$ cat src/rtl/pipe_hazard_if.sv
// Hazard-control bundle between the 5-stage pipeline datapath and its
// hazard controller. master = datapath side, slave = controller side.
interface pipe_hazard_if #(
  parameter int REG_AW = 5
);
  logic [REG_AW-1:0] rs1_d, rs2_d;
  logic [REG_AW-1:0] rs1_e, rs2_e, rd_e;
  logic              resultsrc_e0, pcsrc_e, mc_start_e;
  logic [REG_AW-1:0] rd_m, rd_w;
  logic              regwrite_m, regwrite_w;
  logic              stall_f, stall_d, stall_e;
  logic              flush_d, flush_e, flush_m;
  logic [1:0]        forward_a_e, forward_b_e;
  logic              mc_busy;

  modport master (
    output rs1_d, rs2_d, rs1_e, rs2_e, rd_e, resultsrc_e0, pcsrc_e,
           mc_start_e, rd_m, regwrite_m, rd_w, regwrite_w,
    input  stall_f, stall_d, stall_e, flush_d, flush_e, flush_m,
           forward_a_e, forward_b_e, mc_busy
  );

  modport slave (
    input  rs1_d, rs2_d, rs1_e, rs2_e, rd_e, resultsrc_e0, pcsrc_e,
           mc_start_e, rd_m, regwrite_m, rd_w, regwrite_w,
    output stall_f, stall_d, stall_e, flush_d, flush_e, flush_m,
           forward_a_e, forward_b_e, mc_busy
  );
endinterface

$ cat src/rtl/pipe_hazard_ctrl.sv
// Hazard/sequencing controller for the 5-stage pipeline: EX forwarding
// selects, load-use stall, branch flush and a hold FSM for multi-cycle
// EX ops. Everything is combinational except the FSM state and counter.
module pipe_hazard_ctrl #(
  parameter int MC_LAT = 4,   // cycles an mc op spends in EX, 2..16
  parameter int REG_AW = 5
) (
  input  logic         clk,
  input  logic         reset,
  pipe_hazard_if.slave hz
);

  localparam logic [REG_AW-1:0] X0     = '0;
  localparam logic [3:0]        CNT_LD = 4'(MC_LAT - 2);

  typedef enum logic {IDLE, BUSY} state_t;

  state_t     state, state_nxt;
  logic [3:0] cnt, cnt_nxt;
  logic       mc_stall, lwstall;

  // MEM result beats WB result; x0 is never forwarded
  function automatic logic [1:0] fwd_sel(
    input logic [REG_AW-1:0] rs,
    input logic [REG_AW-1:0] rd_m, input logic we_m,
    input logic [REG_AW-1:0] rd_w, input logic we_w
  );
    if (we_m && rd_m != X0 && rd_m == rs)      return 2'b10;
    else if (we_w && rd_w != X0 && rd_w == rs) return 2'b01;
    else                                       return 2'b00;
  endfunction

  // FSM state and countdown register
  always_ff @(posedge clk) begin
    if (reset) begin
      state <= IDLE;
      cnt   <= '0;
    end else begin
      state <= state_nxt;
      cnt   <= cnt_nxt;
    end
  end

  // FSM next state: hold id_ex until the mc op has been in EX MC_LAT cycles
  always_comb begin
    state_nxt = state;
    cnt_nxt   = cnt;
    mc_stall  = 1'b0;
    case (state)
      IDLE: if (hz.mc_start_e) begin
        mc_stall  = 1'b1;
        state_nxt = BUSY;
        cnt_nxt   = CNT_LD;
      end
      BUSY: if (cnt != 4'd0) begin
        mc_stall = 1'b1;
        cnt_nxt  = cnt - 4'd1;
      end else begin
        state_nxt = IDLE;   // release cycle: id_ex advances on this edge
      end
      default: state_nxt = IDLE;
    endcase
  end

  assign lwstall = hz.resultsrc_e0 && hz.rd_e != X0 &&
                   (hz.rd_e == hz.rs1_d || hz.rd_e == hz.rs2_d);

  assign hz.mc_busy = (state == BUSY);

  // Pipeline controls; reset forces bubbles everywhere and no stalls
  always_comb begin
    hz.stall_f     = 1'b0;
    hz.stall_d     = 1'b0;
    hz.stall_e     = 1'b0;
    hz.flush_d     = 1'b1;
    hz.flush_e     = 1'b1;
    hz.flush_m     = 1'b1;
    hz.forward_a_e = 2'b00;
    hz.forward_b_e = 2'b00;
    if (!reset) begin
      hz.stall_f     = lwstall | mc_stall;
      hz.stall_d     = lwstall | mc_stall;
      hz.stall_e     = mc_stall;
      hz.flush_m     = mc_stall;
      hz.flush_d     = hz.pcsrc_e;
      // a held id_ex must never be cleared
      hz.flush_e     = (lwstall | hz.pcsrc_e) & ~mc_stall;
      hz.forward_a_e = fwd_sel(hz.rs1_e, hz.rd_m, hz.regwrite_m,
                               hz.rd_w, hz.regwrite_w);
      hz.forward_b_e = fwd_sel(hz.rs2_e, hz.rd_m, hz.regwrite_m,
                               hz.rd_w, hz.regwrite_w);
    end
  end

endmodule
$ cat src/flat_wrapper.sv
// flat-port wrapper written by rule: the top's interface ports become plain ports
module pipe_hazard_ctrl_flat 
#(
  parameter int MC_LAT = 4,                                         
  parameter int REG_AW = 5
)
  (clk, reset, hz_rs1_d, hz_rs2_d, hz_rs1_e, hz_rs2_e, hz_rd_e, hz_resultsrc_e0, hz_pcsrc_e, hz_mc_start_e, hz_rd_m, hz_regwrite_m, hz_rd_w, hz_regwrite_w, hz_stall_f, hz_stall_d, hz_stall_e, hz_flush_d, hz_flush_e, hz_flush_m, hz_forward_a_e, hz_forward_b_e, hz_mc_busy);
  pipe_hazard_if #(.REG_AW(REG_AW)) hz_i ();
  input  logic clk;
  input  logic reset;
  input wire logic [$bits(hz_i.rs1_d)-1:0] hz_rs1_d;
  input wire logic [$bits(hz_i.rs2_d)-1:0] hz_rs2_d;
  input wire logic [$bits(hz_i.rs1_e)-1:0] hz_rs1_e;
  input wire logic [$bits(hz_i.rs2_e)-1:0] hz_rs2_e;
  input wire logic [$bits(hz_i.rd_e)-1:0] hz_rd_e;
  input wire logic [$bits(hz_i.resultsrc_e0)-1:0] hz_resultsrc_e0;
  input wire logic [$bits(hz_i.pcsrc_e)-1:0] hz_pcsrc_e;
  input wire logic [$bits(hz_i.mc_start_e)-1:0] hz_mc_start_e;
  input wire logic [$bits(hz_i.rd_m)-1:0] hz_rd_m;
  input wire logic [$bits(hz_i.regwrite_m)-1:0] hz_regwrite_m;
  input wire logic [$bits(hz_i.rd_w)-1:0] hz_rd_w;
  input wire logic [$bits(hz_i.regwrite_w)-1:0] hz_regwrite_w;
  output wire logic [$bits(hz_i.stall_f)-1:0] hz_stall_f;
  output wire logic [$bits(hz_i.stall_d)-1:0] hz_stall_d;
  output wire logic [$bits(hz_i.stall_e)-1:0] hz_stall_e;
  output wire logic [$bits(hz_i.flush_d)-1:0] hz_flush_d;
  output wire logic [$bits(hz_i.flush_e)-1:0] hz_flush_e;
  output wire logic [$bits(hz_i.flush_m)-1:0] hz_flush_m;
  output wire logic [$bits(hz_i.forward_a_e)-1:0] hz_forward_a_e;
  output wire logic [$bits(hz_i.forward_b_e)-1:0] hz_forward_b_e;
  output wire logic [$bits(hz_i.mc_busy)-1:0] hz_mc_busy;
  assign hz_i.rs1_d = hz_rs1_d;
  assign hz_i.rs2_d = hz_rs2_d;
  assign hz_i.rs1_e = hz_rs1_e;
  assign hz_i.rs2_e = hz_rs2_e;
  assign hz_i.rd_e = hz_rd_e;
  assign hz_i.resultsrc_e0 = hz_resultsrc_e0;
  assign hz_i.pcsrc_e = hz_pcsrc_e;
  assign hz_i.mc_start_e = hz_mc_start_e;
  assign hz_i.rd_m = hz_rd_m;
  assign hz_i.regwrite_m = hz_regwrite_m;
  assign hz_i.rd_w = hz_rd_w;
  assign hz_i.regwrite_w = hz_regwrite_w;
  assign hz_stall_f = hz_i.stall_f;
  assign hz_stall_d = hz_i.stall_d;
  assign hz_stall_e = hz_i.stall_e;
  assign hz_flush_d = hz_i.flush_d;
  assign hz_flush_e = hz_i.flush_e;
  assign hz_flush_m = hz_i.flush_m;
  assign hz_forward_a_e = hz_i.forward_a_e;
  assign hz_forward_b_e = hz_i.forward_b_e;
  assign hz_mc_busy = hz_i.mc_busy;
  pipe_hazard_ctrl #(.MC_LAT(MC_LAT), .REG_AW(REG_AW)) u_core (.clk(clk), .reset(reset), .hz(hz_i));
endmodule
$ cat config.mk
export PLATFORM = sky130hd
export DESIGN_NAME = pipe_hazard_ctrl_flat
export DESIGN_NICKNAME = d
export VERILOG_FILES = /design/src/rtl/pipe_hazard_if.sv /design/src/rtl/pipe_hazard_ctrl.sv /design/src/flat_wrapper.sv
export SDC_FILE = /design/constraint.sdc
export NUM_CORES = 1
export LEC_CHECK = 0
export CORE_MARGIN = 2
export CORE_UTILIZATION = 31
export CTS_CLUSTER_SIZE = 25
export DETAILED_ROUTE_END_ITERATION = 10
export PLACE_DENSITY_LB_ADDON = 0.12
export SETUP_SLACK_MARGIN = 0.1
export SLEW_MARGIN = 5
export SYNTH_ARGS = -nofsm -noshare
export SYNTH_HDL_FRONTEND = slang
export SYNTH_SLANG_ARGS = --single-unit
$ cat constraint.sdc
create_clock -name clk -period 3.3 [get_ports clk]
set_input_delay 0.99 -clock clk [delete_from_list [all_inputs] [get_ports clk]]
set_output_delay 0.99 -clock clk [all_outputs]
set_load 0.02 [all_outputs]
== Yosys cells after proc, flatten, opt, wreduce, memory -nomap -nowiden ==
Cells that the tools add are included.

* Bitwise logic cells: 5
* Eq/ne operators: 8
* Add/sub/neg operators: 1
* Mux-type cells: 17
* Reductions and logical operators: 14

{| class="wikitable"
|+ Operator list
! operator !! number
|-
| $eq A5 B5 Y1 || 6
|-
| $reduce_bool A5 Y1 || 3
|-
| $mux W1 || 9
|-
| $logic_and A1 B1 Y1 || 8
|-
| $mux W2 || 4
|-
| $mux W4 || 2
|-
| $pmux W4 S2 || 1
|-
| $ne A2 B2 Y1 const B || 2
|-
| $reduce_bool A4 Y1 || 1
|-
| $sub A4 B1 Y4 const B || 1
|-
| $not A1 Y1 || 2
|-
| $or A1 B1 Y1 || 2
|-
| $pmux W1 S2 || 1
|-
| $reduce_and A2 Y1 || 1
|-
| $and A1 B1 Y1 || 1
|-
| $logic_or A1 B1 Y1 || 1
|}

* Input port bits: 42
* Logic and storage cells: 47
* Output and inout bits: 11
* Register bits: 5

== Depth between registers and ports, before layout ==
* Depth in word-level cells: 6
* Gate-level depth with buffers: 7
* Gate-level depth less buffers: 6

== Least setup slack after synthesis ==
OpenSTA, ideal clock, no wires.

* Path type: input to output
* From: input port hz_rd_m[0]
* To: output port hz_forward_a_e[0]
* Arrival: 2294 ps
* Cell stages on the path: 4
* Required time: 2310 ps
* Buffers on the path: 0
* Path slack: 16 ps
* Cell sequence: or4_1 o21ai_2 nor3_1 nor4_2

* Cells in the longest elaborated chain, start to end: 5

{| class="wikitable"
|+ Ends and longest elaborated chain
! what !! line !! RTL
|-
| start, declared || flat_wrapper.sv:19 || <nowiki>input wire logic [$bits(hz_i.rd_m)-1:0] hz_rd_m;</nowiki>
|-
| $reduce_bool A5 Y1 || pipe_hazard_ctrl.sv:28 || <nowiki>if (we_m && rd_m != X0 && rd_m == rs) return 2'b10;</nowiki>
|-
| $logic_and A1 B1 Y1 || pipe_hazard_ctrl.sv:28 ||
|-
| $logic_and A1 B1 Y1 (*) || pipe_hazard_ctrl.sv:28 ||
|-
| $mux W2 (*) || pipe_hazard_ctrl.sv:28 ||
|-
| $mux W2 (*) || pipe_hazard_ctrl.sv:80 || <nowiki>if (!reset) begin</nowiki>
|-
| end, declared || flat_wrapper.sv:29 || <nowiki>output wire logic [$bits(hz_i.forward_a_e)-1:0] hz_forward_a_e;</nowiki>
|}

Mark *: on every way between the ends. The rest lies on a longest branch, timed or not.

== Worst setup path after layout ==
* From: input port hz_rd_m[4]
* To: output port hz_forward_b_e[0]

* Cells in the longest elaborated chain, start to end: 5

{| class="wikitable"
|+ Ends and longest elaborated chain
! what !! line !! RTL
|-
| $reduce_bool A5 Y1 || pipe_hazard_ctrl.sv:28 ||
|-
| $logic_and A1 B1 Y1 || pipe_hazard_ctrl.sv:28 ||
|-
| $logic_and A1 B1 Y1 (*) || pipe_hazard_ctrl.sv:28 ||
|-
| $mux W2 (*) || pipe_hazard_ctrl.sv:28 ||
|-
| $mux W2 (*) || pipe_hazard_ctrl.sv:80 ||
|-
| end, declared || flat_wrapper.sv:30 || <nowiki>output wire logic [$bits(hz_i.forward_b_e)-1:0] hz_forward_b_e;</nowiki>
|}

Marked as above.

==> results.txt <==
status -> finished, final reports clean
initial antenna violation count -> 0
distinct cell type count of the synthesized netlist -> 30
Rel. slew slack -> 0.738
number of synthesized flops with an enable pin -> 0
synthesized netlist net count -> 134
maxcap violations -> 0
share of cells above drive strength 1 -> 0.485
dominant synthesized flop cell -> dfxtp_1
Fin. Hold Viols -> 0
FILL cells -> 191
worst clock skew -> 0.00944 ns
CP endpoint kind -> output port
CTS Buf Count -> 3
wire per inst -> 13.4 um
gr usage total -> 0.198
list of most frequent post-synthesis cells -> 21 x xor2_1, 10 x xnor2_1
post-route ant nets -> 0
largest family of logic cells by synthesized area -> XOR/XNOR gates
clk_lat worst skew -> 0.25 ns
final net count -> 216
Antenna Cells -> 0
CTS tree -> built
Rows -> 17
H-tree Lvls -> 1
Critical Path RT -> 2.31 ns
pin count of the biggest net entering global routing -> 13
Die Y-Extent -> 52.1 um
dpl hpwl -> 2.03 mm
Mapped Cells -> 90
mux cell area share after synthesis -> 0
Sink Count -> 5
Worst VDD drop -> 161 uV
CP Launch Type -> primary input
Synth Area in Simple Gates -> 0.279
worst-margin pin slew -> 0.392 ns
Inst Count DP -> 189
RSZ-0062 raised after global routing -> yes
wire length of the first global-routing pass -> 4.10 mm
clock slew at reported path FFs -> 0.04 ns
fin cells -> 199
Crit path arrival time -> 2.27 ns
drt drc -> 0
internal power -> 0.222 mW
CTS Buffer Depth -> 2
total power -> 0.351 mW
routed wire length -> 2.66 mm
sequential share of power -> 0.204
maximum clock frequency -> 0.307 GHz
fin crit share -> 0.987
crit path kind -> in -> out
NetSw -> 0.129 mW
YS warnings -> 0
IO Count -> 53
core area -> 2190 um^2
Post-Synth Adder-Cell Area -> 0.0348
Yosys reg bits -> 5
DR iter-0 viols -> 12
combinational group share of total power -> 0.579
Post-synth ARST share -> 0
hold_buf cts -> 0
Starting Density -> 0.328
number of I/O port buffers -> 52
Hold WC Path Type -> reg -> reg
drt pass-1 iters -> 4
top post-synthesis cells by area -> xor2_1 26%, dfxtp_1 14%, xnor2_1 12%
Synth Area in XOR/XNOR -> 0.378
switching share of power -> 0.368
top-count cell post-synth -> xor2_1
clock root buffer -> clkbuf_4
P_leak -> 0.747 nW
Slew Limit Fails -> 0
Setup-failing EPs final -> 0
Die X -> 52.1 um
Clock power frac -> 0.217
vias in the first global route -> 990
die area -> 2720 um^2
sequential area share after synthesis -> 0.139
Mean Syn Cell Area -> 7.98 um^2
vias after detailed routing -> 961
Yosys top cell area share -> 0.256
crit path time final -> 3.26 ns
Critical Path Fanout Max -> 3
compound-gate portion of the synthesized area -> 0.131
cell area after synthesis -> 718 um^2
Vias/cell -> 4.83
area leader, netlist -> xor2_1
Cell Pwr Density -> 225 nW/um^2
Layout area overhead -> 117%
Final GP Congestion -> 0.806
total gr overflow -> 0
layout by cell type (no fill, tap or decap), types with 2 or more instances in the layout:
cell type,Yosys,routed
buf_4,1,31
xor2_1,21,21
dlygate4sd2_1,0,11
xnor2_1,10,10
clkbuf_2,0,10
buf_6,0,9
dlymetal6s2s_1,0,7
clkdlybuf4s50_1,0,6
dfxtp_1,5,5
or4_4,0,4
nand3_1,5,4
nor3_2,0,4
buf_2,1,4
inv_1,3,3
nand2_1,3,3
nor2_1,3,3
clkbuf_4,0,3
nor2b_4,0,2
o21ai_2,1,2
nor4_2,2,2
nor4_4,0,2
a21oi_1,3,2
ha_1,2,2
power groups by stage:
stage / Combinational, mW / Sequential (mW) / Clock, mW
floorplan: 0.0752 / 0.0716 / 0
global placement: 0.180 / 0.0712 / 0
detailed placement: 0.183 / 0.0716 / 0
CTS: 0.192 / 0.0712 / 0.0760
global route: 0.219 / 0.0717 / 0.0802
finish: 0.203 / 0.0717 / 0.0760
critical path, stage by stage:
cell,delay (ns)
buf_6,0.10
or4_4,0.54
o21ai_4,0.18
buf_6,0.12
nor3_2,0.04
nor4_2,0.13
buf_4,0.18
kinds of logic (layout without fill, tap and decap cells):
kind of cell / Yosys count / count (layout)
compound gates: 13 / 13
xor+xnor: 31 / 31
simple gates: 33 / 33
flops: 5 / 5
buf+inv: 6 / 87
fa+ha+maj: 2 / 2
final timing paths:
path                              startpoint                    endpoint  slack [ns]  cells past startpoint
setup / recovery                  hz_rd_m[4]           hz_forward_b_e[0]        0.04                      7
hold / removal    u_core.cnt[0]$_SDFFE_PP0P_  u_core.cnt[0]$_SDFFE_PP0P_        0.50                      2
setup reg to reg  u_core.cnt[0]$_SDFFE_PP0P_  u_core.cnt[3]$_SDFFE_PP0P_        1.49                      9
hold reg to reg   u_core.cnt[0]$_SDFFE_PP0P_  u_core.cnt[0]$_SDFFE_PP0P_        0.50                      2
sequential cells by signal, summed over array words and instances, names as in the netlist:
name,count
u_core.hz.mc_busy,1
u_core.cnt,4
routing by layer:
| metal | vias to the layer above | wire length, um | track usage |
|---|---|---|---|
| li1 | 483 | - | - |
| met1 | 453 | 1090 | 0.233 |
| met2 | 23 | 1460 | 0.371 |
| met3 | 2 | 88 | 0.0115 |
| met4 | 0 | 21 | 0.0726 |
| met5 | - | 0 | 0 |
per-stage QoR:
stage | TNS (ns) | area [um^2] | worst slack (ns) | utilization | hold WS [ns]
2_1_floorplan | 0 | 718 | 0.101 | - | 0.458
3_5_place_dp | -5.22 | 1420 | -0.886 | 0.649 | 0.487
6_report | 0 | 1560 | 0.0424 | 0.712 | 0.502
4_1_cts | -0.145 | 1500 | -0.104 | 0.684 | 0.498
3_3_place_gp | -5.09 | 1420 | -0.839 | 0.649 | 0.476
5_1_grt | 0 | 1560 | 0.00767 | 0.712 | 0.517
layout make-up:
cell class              instances  area [um^2]  area share
clock buffers                   4         26.3      0.0169
flip-flops and latches          5          100      0.0642
well taps                      28         35.0      0.0225
multi-input cells              79          713       0.457
repair buffers                 80          673       0.432
inverters                       3         11.3     0.00722
repair_timing:
action                                  in CTS  in global routing
pin swaps                                   21                 19
gates resized for setup                    110                 61
endpoints found under the setup margin      10                  8
setup buffers                                5                  1
(Power assumes the default switching activity.)
